File: config.mk
export PLATFORM = sky130hd
export DESIGN_NAME = fifo_sync_flops_flat
export DESIGN_NICKNAME = d
export VERILOG_FILES = /design/src/rtl/fifo_sync_flops_if.sv /design/src/rtl/fifo_sync_flops.sv /design/src/flat_wrapper.sv
export SDC_FILE = /design/constraint.sdc
export NUM_CORES = 1
export LEC_CHECK = 0
export BUFFER_PORTS_ARGS = -buffer_cell sky130_fd_sc_hd__buf_2
export CAP_MARGIN = 5
export CORE_AREA = 5 5 64 66
export CTS_BUF_LIST = sky130_fd_sc_hd__clkbuf_4
export CTS_CLUSTER_SIZE = 28
export DETAILED_ROUTE_END_ITERATION = 10
export DIE_AREA = 0 0 69 71
export HOLD_SLACK_MARGIN = 0.15
export PLACE_DENSITY = 0.95
export SYNTH_ARGS = -nofsm -noshare
export SYNTH_HDL_FRONTEND = slang
export SYNTH_SLANG_ARGS = --single-unit
File: constraint.sdc
create_clock -name clk_i -period 6.85 [get_ports clk_i]
set_clock_uncertainty 0.15 [all_clocks]
set_input_delay 0.3425 -clock clk_i [delete_from_list [all_inputs] [get_ports clk_i]]
set_output_delay 0.3425 -clock clk_i [all_outputs]
set_load 0.05 [all_outputs]
File: src/rtl/fifo_sync_flops_if.sv
// Bus-side handshake bundle for fifo_sync_flops: push/pop requests, write data,
// show-ahead head word, occupancy and error pulses.
interface fifo_sync_flops_if #(
  parameter int WIDTH = 4,
  parameter int DEPTH = 8
);
  localparam int CW = $clog2(DEPTH + 1);

  logic             push_i;
  logic [WIDTH-1:0] d_i;
  logic             pop_i;
  logic [WIDTH-1:0] q_o;
  logic             full_o;
  logic             empty_o;
  logic [CW-1:0]    count_o;
  logic             overflow_o;
  logic             underflow_o;

  modport master (
    output push_i, d_i, pop_i,
    input  q_o, full_o, empty_o, count_o, overflow_o, underflow_o
  );

  modport slave (
    input  push_i, d_i, pop_i,
    output q_o, full_o, empty_o, count_o, overflow_o, underflow_o
  );
endinterface

File: src/rtl/fifo_sync_flops.sv
// Synchronous flop-based FIFO with show-ahead head, count-decoded flags and
// registered one-cycle overflow/underflow pulses. Rows reset to all-ones.
module fifo_sync_flops #(
  parameter int WIDTH = 4,
  parameter int DEPTH = 8
) (
  input  logic             clk_i,
  input  logic             rst_i,
  fifo_sync_flops_if.slave bus
);
  localparam int CW = $clog2(DEPTH + 1);
  localparam int PW = $clog2(DEPTH);
  localparam logic [CW-1:0] DEPTH_C = CW'(DEPTH);
  localparam logic [PW-1:0] LAST_P  = PW'(DEPTH - 1);

  logic [WIDTH-1:0] mem [DEPTH];
  logic [PW-1:0]    wp;
  logic [PW-1:0]    rp;
  logic [CW-1:0]    count;
  logic             overflow;
  logic             underflow;
  logic             push_ok;
  logic             pop_ok;

  // A push into a full FIFO still succeeds when a pop frees the head slot.
  always_comb begin
    pop_ok  = bus.pop_i && (count != '0);
    push_ok = bus.push_i && ((count < DEPTH_C) || pop_ok);
  end

  always_ff @(posedge clk_i or negedge rst_i) begin
    if (!rst_i) begin
      for (int unsigned i = 0; i < DEPTH; i++) begin
        mem[i] <= '1;
      end
      wp        <= '0;
      rp        <= '0;
      count     <= '0;
      overflow  <= 1'b0;
      underflow <= 1'b0;
    end else begin
      if (push_ok) begin
        mem[wp] <= bus.d_i;
        wp      <= (wp == LAST_P) ? '0 : wp + 1'b1;
      end
      if (pop_ok) begin
        rp <= (rp == LAST_P) ? '0 : rp + 1'b1;
      end
      case ({push_ok, pop_ok})
        2'b10:   count <= count + 1'b1;
        2'b01:   count <= count - 1'b1;
        default: count <= count;
      endcase
      overflow  <= bus.push_i && !push_ok;
      underflow <= bus.pop_i && !pop_ok;
    end
  end

  always_comb begin
    bus.q_o         = (count != '0) ? mem[rp] : '1;
    bus.full_o      = (count == DEPTH_C);
    bus.empty_o     = (count == '0);
    bus.count_o     = count;
    bus.overflow_o  = overflow;
    bus.underflow_o = underflow;
  end
endmodule

File: src/flat_wrapper.sv
// flat-port wrapper written by rule: the top's interface ports become plain ports
module fifo_sync_flops_flat 
#(
  parameter int WIDTH = 4,
  parameter int DEPTH = 8
)
  (clk_i, rst_i, bus_push_i, bus_d_i, bus_pop_i, bus_q_o, bus_full_o, bus_empty_o, bus_count_o, bus_overflow_o, bus_underflow_o);
  fifo_sync_flops_if #(.WIDTH(WIDTH), .DEPTH(DEPTH)) bus_i ();
  input  logic clk_i;
  input  logic rst_i;
  input wire logic [$bits(bus_i.push_i)-1:0] bus_push_i;
  input wire logic [$bits(bus_i.d_i)-1:0] bus_d_i;
  input wire logic [$bits(bus_i.pop_i)-1:0] bus_pop_i;
  output wire logic [$bits(bus_i.q_o)-1:0] bus_q_o;
  output wire logic [$bits(bus_i.full_o)-1:0] bus_full_o;
  output wire logic [$bits(bus_i.empty_o)-1:0] bus_empty_o;
  output wire logic [$bits(bus_i.count_o)-1:0] bus_count_o;
  output wire logic [$bits(bus_i.overflow_o)-1:0] bus_overflow_o;
  output wire logic [$bits(bus_i.underflow_o)-1:0] bus_underflow_o;
  assign bus_i.push_i = bus_push_i;
  assign bus_i.d_i = bus_d_i;
  assign bus_i.pop_i = bus_pop_i;
  assign bus_q_o = bus_i.q_o;
  assign bus_full_o = bus_i.full_o;
  assign bus_empty_o = bus_i.empty_o;
  assign bus_count_o = bus_i.count_o;
  assign bus_overflow_o = bus_i.overflow_o;
  assign bus_underflow_o = bus_i.underflow_o;
  fifo_sync_flops #(.WIDTH(WIDTH), .DEPTH(DEPTH)) u_core (.clk_i(clk_i), .rst_i(rst_i), .bus(bus_i));
endmodule
# == Word level (Yosys, flattened, before mapping) ==
# Index checks and enable logic that the tools add are counted.
# word_totals
regBits,44
inputBits,8
output_inout_bits,12
word_cells,49
# op_classes
addsub,4
order_cmp,4
n_eq_ne,5
muxes,10
bitwise,2
reduce_logical,11
# ops
op,n
$bwmux 32,1
$mux 4,4
$bmux 4 s3,1
$demux 4 s3,1
$ge 4x4->1 const B,2
$not 3->4,2
$pmux 4 s2,1
$add 3x1->3 const B,2
$eq 3x3->1 const B,2
$mux 3,2
$logic_and 1x1->1,5
$add 4x1->4 const B,1
$eq 4x4->1 const B,1
$logic_not 4->1,1
$lt 4x1->1 const B,1
$lt 4x4->1 const B,1
$reduce_bool 4->1,1
$sub 4x1->4 const B,1
$eq 2x1->1 const B,1
$eq 2x2->1 const B,1
$logic_not 1->1,2
$reduce_bool 2->1,1
$logic_or 1x1->1,1

# == Logic depth before layout (Yosys ltp) ==
# depth
depth_word,6
depth_mapped,11
mapped_depth_nobuf,10

# == Worst setup path before layout ==
# Ideal clock, no wire load.
# synth_path
path_type,reg-to-reg
startpoint,"register u_core.count[1], in the netlist u_core.bus.count_o[1]"
endpoint,"register u_core.count[2], in the netlist u_core.bus.count_o[2]"
setup_time_ns,0.148
arrival_time_ns,2.603
t_required_ns,6.552
path_slack_ns,3.950
stages_incl_launch_ff,12
n_path_buf,1
period_less_slack_ns,2.900
cell_sequence,dfrtp_1 or4_1 buf_2 nand2_1 inv_1 ha_1 xor2_1 ha_1 a21oi_1 xor2_1 nor2_1 xor2_1
# synth_between
elab_chain_len,6
elab_cells_between_ends,11
classes_between,add/sub: 2; order compare: 1; eq/ne: 2; mux: 1; reduce/logical: 5
# synth_lines
element,line,source
from (decl),fifo_sync_flops.sv:19,logic [CW-1:0] count;
from (signal assigned),fifo_sync_flops.sv:50,2'b10: count <= count + 1'b1;
from (signal assigned),fifo_sync_flops.sv:51,2'b01: count <= count - 1'b1;
from (signal assigned),fifo_sync_flops.sv:52,default: count <= count;
$reduce_bool 4->1 *,fifo_sync_flops.sv:27,pop_ok = bus.pop_i && (count != '0);
$logic_and 1x1->1 *,fifo_sync_flops.sv:27,
via u_core.pop_ok,fifo_sync_flops.sv:23,logic pop_ok;
$logic_or 1x1->1,fifo_sync_flops.sv:28,push_ok = bus.push_i && ((count < DEPTH_C) || pop_ok);
$logic_and 1x1->1,fifo_sync_flops.sv:28,
$eq 2x1->1 or $eq 2x2->1 (tied branches),fifo_sync_flops.sv:49,"case ({push_ok, pop_ok})"
$pmux 4 s2 or $reduce_bool 2->1 (tied branches),--,
# The timed path passes the listed nets; every way through them passes the cells marked *.
# A chain may end at the register's enable or synchronous reset.

# == Worst setup path in the final report ==
# Same ends and word-level chain as after synthesis.

==> metrics <==
number of antenna violations at the first check in global routing=0; number of hold violations in the final report=0; via/cell ratio=5.855; number of buffers on the longest clock path=2; CP arrival=~3100 ps; commonest non-fill, non-tap cells in the layout=sky130_fd_sc_hd__dfstp_2 (32), sky130_fd_sc_hd__mux2_2 (31), sky130_fd_sc_hd__buf_2 (19), sky130_fd_sc_hd__dfrtp_1 (12), sky130_fd_sc_hd__nand2_1 (10); first-pass GRT wire length=7169 um; final RePlAce weighted congestion=0.7894; Core ar.=3523 sq um; WL final=~4100 um; Sw Share=0.4074; timing-limited maximum frequency=about 0.33 GHz; register cell area after layout=about 1100 sq um; CP max FO=8; ANT cells=0; Total Neg Setup Slack=0 ps; initial standard-cell utilization of the core=0.6243; number of cells produced by synthesis=154; Core Rows=22; number of maximum-capacitance violations=0; most used cell, CP=sky130_fd_sc_hd__xor2_1; Worst EP required=around 7000 ps; slowest stage cell, crit path=sky130_fd_sc_hd__or4_1; part of the total power dissipated in the clock network=0.118; RSZ-0062 raised after global routing=false; Antenna Violating Nets Remaining=0; number of enable flip-flop cells after synthesis=0; top cell type's share of synthesized area=0.3823; instance area after placement=2333 sq um; setup violators final=0; GRT Resource Usage Total=0.1880; clock latency on the worst-skew pair=360 ps; aggregate global routing overflow=0; cells along the critical path=or4_1, nand2_1, inv_1, ha_1, xor2_1, ha_1, a21oi_1, xor2_1, nor2_1, xor2_1; predominant post-synthesis flop cell=sky130_fd_sc_hd__dfstp_2; 1st-iter DRT viols=75; filler cell count=roughly 260; Post-Synthesis Net Count=roughly 170; Inserted Clock Buffers=5; top cells by area, synth=sky130_fd_sc_hd__dfstp_2 (38%), sky130_fd_sc_hd__mux2_2 (16%), sky130_fd_sc_hd__dfrtp_1 (14%), sky130_fd_sc_hd__mux4_2 (8.2%), sky130_fd_sc_hd__ha_1 (4.0%); via count=between 1,000 and 1,500; Mapped Area=between 2000 and 2500 sq um; number of nets in the layout=a little under 200; quantity of I/O buffers inserted on ports=19; fraction of final layout cells sized beyond drive strength 1=0.5944; count of synthesis-stage warnings from yosys=0; synthesized area per cell=between 10 and 15 sq um; combinational group share of total power=0.462; max-slew violation count=0; Cell Count Post-Placement=about 220; first-pass iteration count of the detailed router=4; cell area power density=roughly 560 nW/um^2; remaining design rule violation count=0; Tot Pwr=approximately 0.0014 W; Net Sw Power=0.0005624 W; startpoint-to-endpoint class of the critical path=register to register; height of the chip=71 um; floorplan die area=~4900 sq um; TritonCTS clock tree=yes; most common cell after layout, fill and taps aside=sky130_fd_sc_hd__dfstp_2; worst rel slew slack=0.3866; startpoint class of the critical path=register; synthesis-stage register bit count=44; cell at the root of the clock tree=sky130_fd_sc_hd__clkbuf_4; number of H-tree branching levels=2; Layout area overhead=11.55%; Reg clk slew, reported paths=between 100 and 150 ps; cell accounting for the most synthesized area=sky130_fd_sc_hd__dfstp_2; final non-filler cell area=about 2500 sq um; fin crit period=3027 ps; worst-case vdd ir drop=356.2 uV; proportion of power drawn by flip-flops and latches=0.420; number of clock sinks seen by CTS=44; Lkg Pwr=between 1 and 1.5 nW; HPWL Detailed=3069 um; count of unique library cells instantiated by Yosys=34; Least-Margin Pin Slew=a little over 900 ps; I/O pin count=20; multi-input gate area in the final layout=1026 sq um; Horiz. Die Dim=just under 70 um; delay contributed by the slowest stage of the critical path=between 600 and 700 ps; number of standard cells in the final layout excluding fillers=around 230; sequential cell area fraction in the yosys report=0.5188; number of global-route vias before repair=about 1,500; element type at the critical path end=register; WL/cell=about 18 um; ys async rst share=1.000; internal portion of total power=0.0008180 W; result of the run=complete, no violations; pin count of the biggest net entering global routing=between 40 and 50; part of the cycle the worst path needs=0.4419; type of the worst min-delay path=input port to register
-- per-stage QoR --
step	utilization	worst slack (ps)	hold WS, ps
2_1_floorplan	-	3950	-103.1
3_3_place_gp	0.6623	4139	358.9
3_5_place_dp	0.6623	3880	380.9
4_1_cts	0.6935	3843	151.8
5_1_grt	0.6964	3674	152.4
6_report	0.6964	3823	158.8
-- kinds of logic (layout without fill, tap and decap cells) --
kind of cell               Yosys count  count (layout)  share of synthesized area
xor gates and xnor gates             5               5                    0.01991
AOI/OAI and AO/OA                    6               6                    0.01763
muxes                               47              47                     0.2861
adders and majority gates            7               7                    0.03982
DFF                                 44              44                     0.5188
and+or+nand+nor                     37              37                     0.1030
buffers and inverters                8              34                    0.01479
-- power by group through the flow --
stage,Sequential [W],Clock (W),Combinational [W]
detailed placement,0.000583,0,0.000641
CTS,0.000578,0.000166,0.000644
global placement,0.000565,0,0.000614
global route,0.000602,0.000178,0.000683
floorplan,0.000565,0,0.000503
finish,0.000580,0.000163,0.000637
-- cells in the mapped netlist (3+ instances only) --
cell type,number
sky130_fd_sc_hd__ha_1,7
sky130_fd_sc_hd__nor3_1,4
sky130_fd_sc_hd__mux2i_1,4
sky130_fd_sc_hd__mux2_4,4
sky130_fd_sc_hd__nand2b_1,4
sky130_fd_sc_hd__nand2_1,10
sky130_fd_sc_hd__nor2_1,4
sky130_fd_sc_hd__mux4_2,8
sky130_fd_sc_hd__dfstp_2,32
sky130_fd_sc_hd__clkbuf_1,3
sky130_fd_sc_hd__xor2_1,3
sky130_fd_sc_hd__dfrtp_1,12
sky130_fd_sc_hd__mux2_2,31
-- layout make-up --
class,count,share of cell area
sequential,44,0.4651
multi-input combinational,102,0.4182
timing repair buffer,23,0.05507
tap,48,0.02448
clock inverter,3,0.01734
clock buffer,5,0.01530
inverter,3,0.004590
-- timing repair --
| item | 4_1_cts | 5_1_grt |
|---|---|---|
| buffers inserted | 0 | 0 |
| hold endpoints to repair | 14 | 1 |
| hold buffers | 3 | 1 |
| gates resized for setup | 0 | 0 |
| endpoints found under the setup margin | 0 | 0 |
-- worst max-delay path: cells and delay by family, from the launching register on --
kind / cells / cell delay, ps
compound gates: 1 / 160
buf+inv: 1 / 100
xor+xnor: 3 / 520
fa+ha+maj: 2 / 490
simple gates: 3 / 990
flops: 1 / 490
-- flip-flops by register name, indices dropped and copies added (netlist names) --
name,flops
u_core.bus.count_o,4
u_core.bus.overflow_o,1
u_core.bus.underflow_o,1
u_core.mem,32
u_core.rp,3
u_core.wp,3
-- layer usage --
layer	vias up	global-route usage	share of wire
met1	678	0.2352	0.42
met4	0	0.06508	0.015
met2	34	0.3114	0.52
met3	8	0.05682	0.044
li1	615	-	-
met5	-	0	0
-- worst paths after layout --
check                                                     to  slack (ps)                         startpoint  cells past startpoint
max                        u_core.bus.count_o[2]$_DFFE_PN0P_        3820  u_core.bus.count_o[1]$_DFFE_PN0P_                     10
min                                u_core.mem[7]$_DFFE_PN1P_         160                         bus_d_i[3]                      2
max reg2reg                u_core.bus.count_o[2]$_DFFE_PN0P_        3820  u_core.bus.count_o[1]$_DFFE_PN0P_                     10
min reg2reg                u_core.bus.count_o[3]$_DFFE_PN0P_         430  u_core.bus.count_o[3]$_DFFE_PN0P_                      1
max in group asynchronous           u_core.rp[1]$_DFFE_PN0P_        5500                              rst_i                      2
min in group asynchronous           u_core.rp[2]$_DFFE_PN0P_         490                              rst_i                      2
Power figures use the tool's default switching activity.
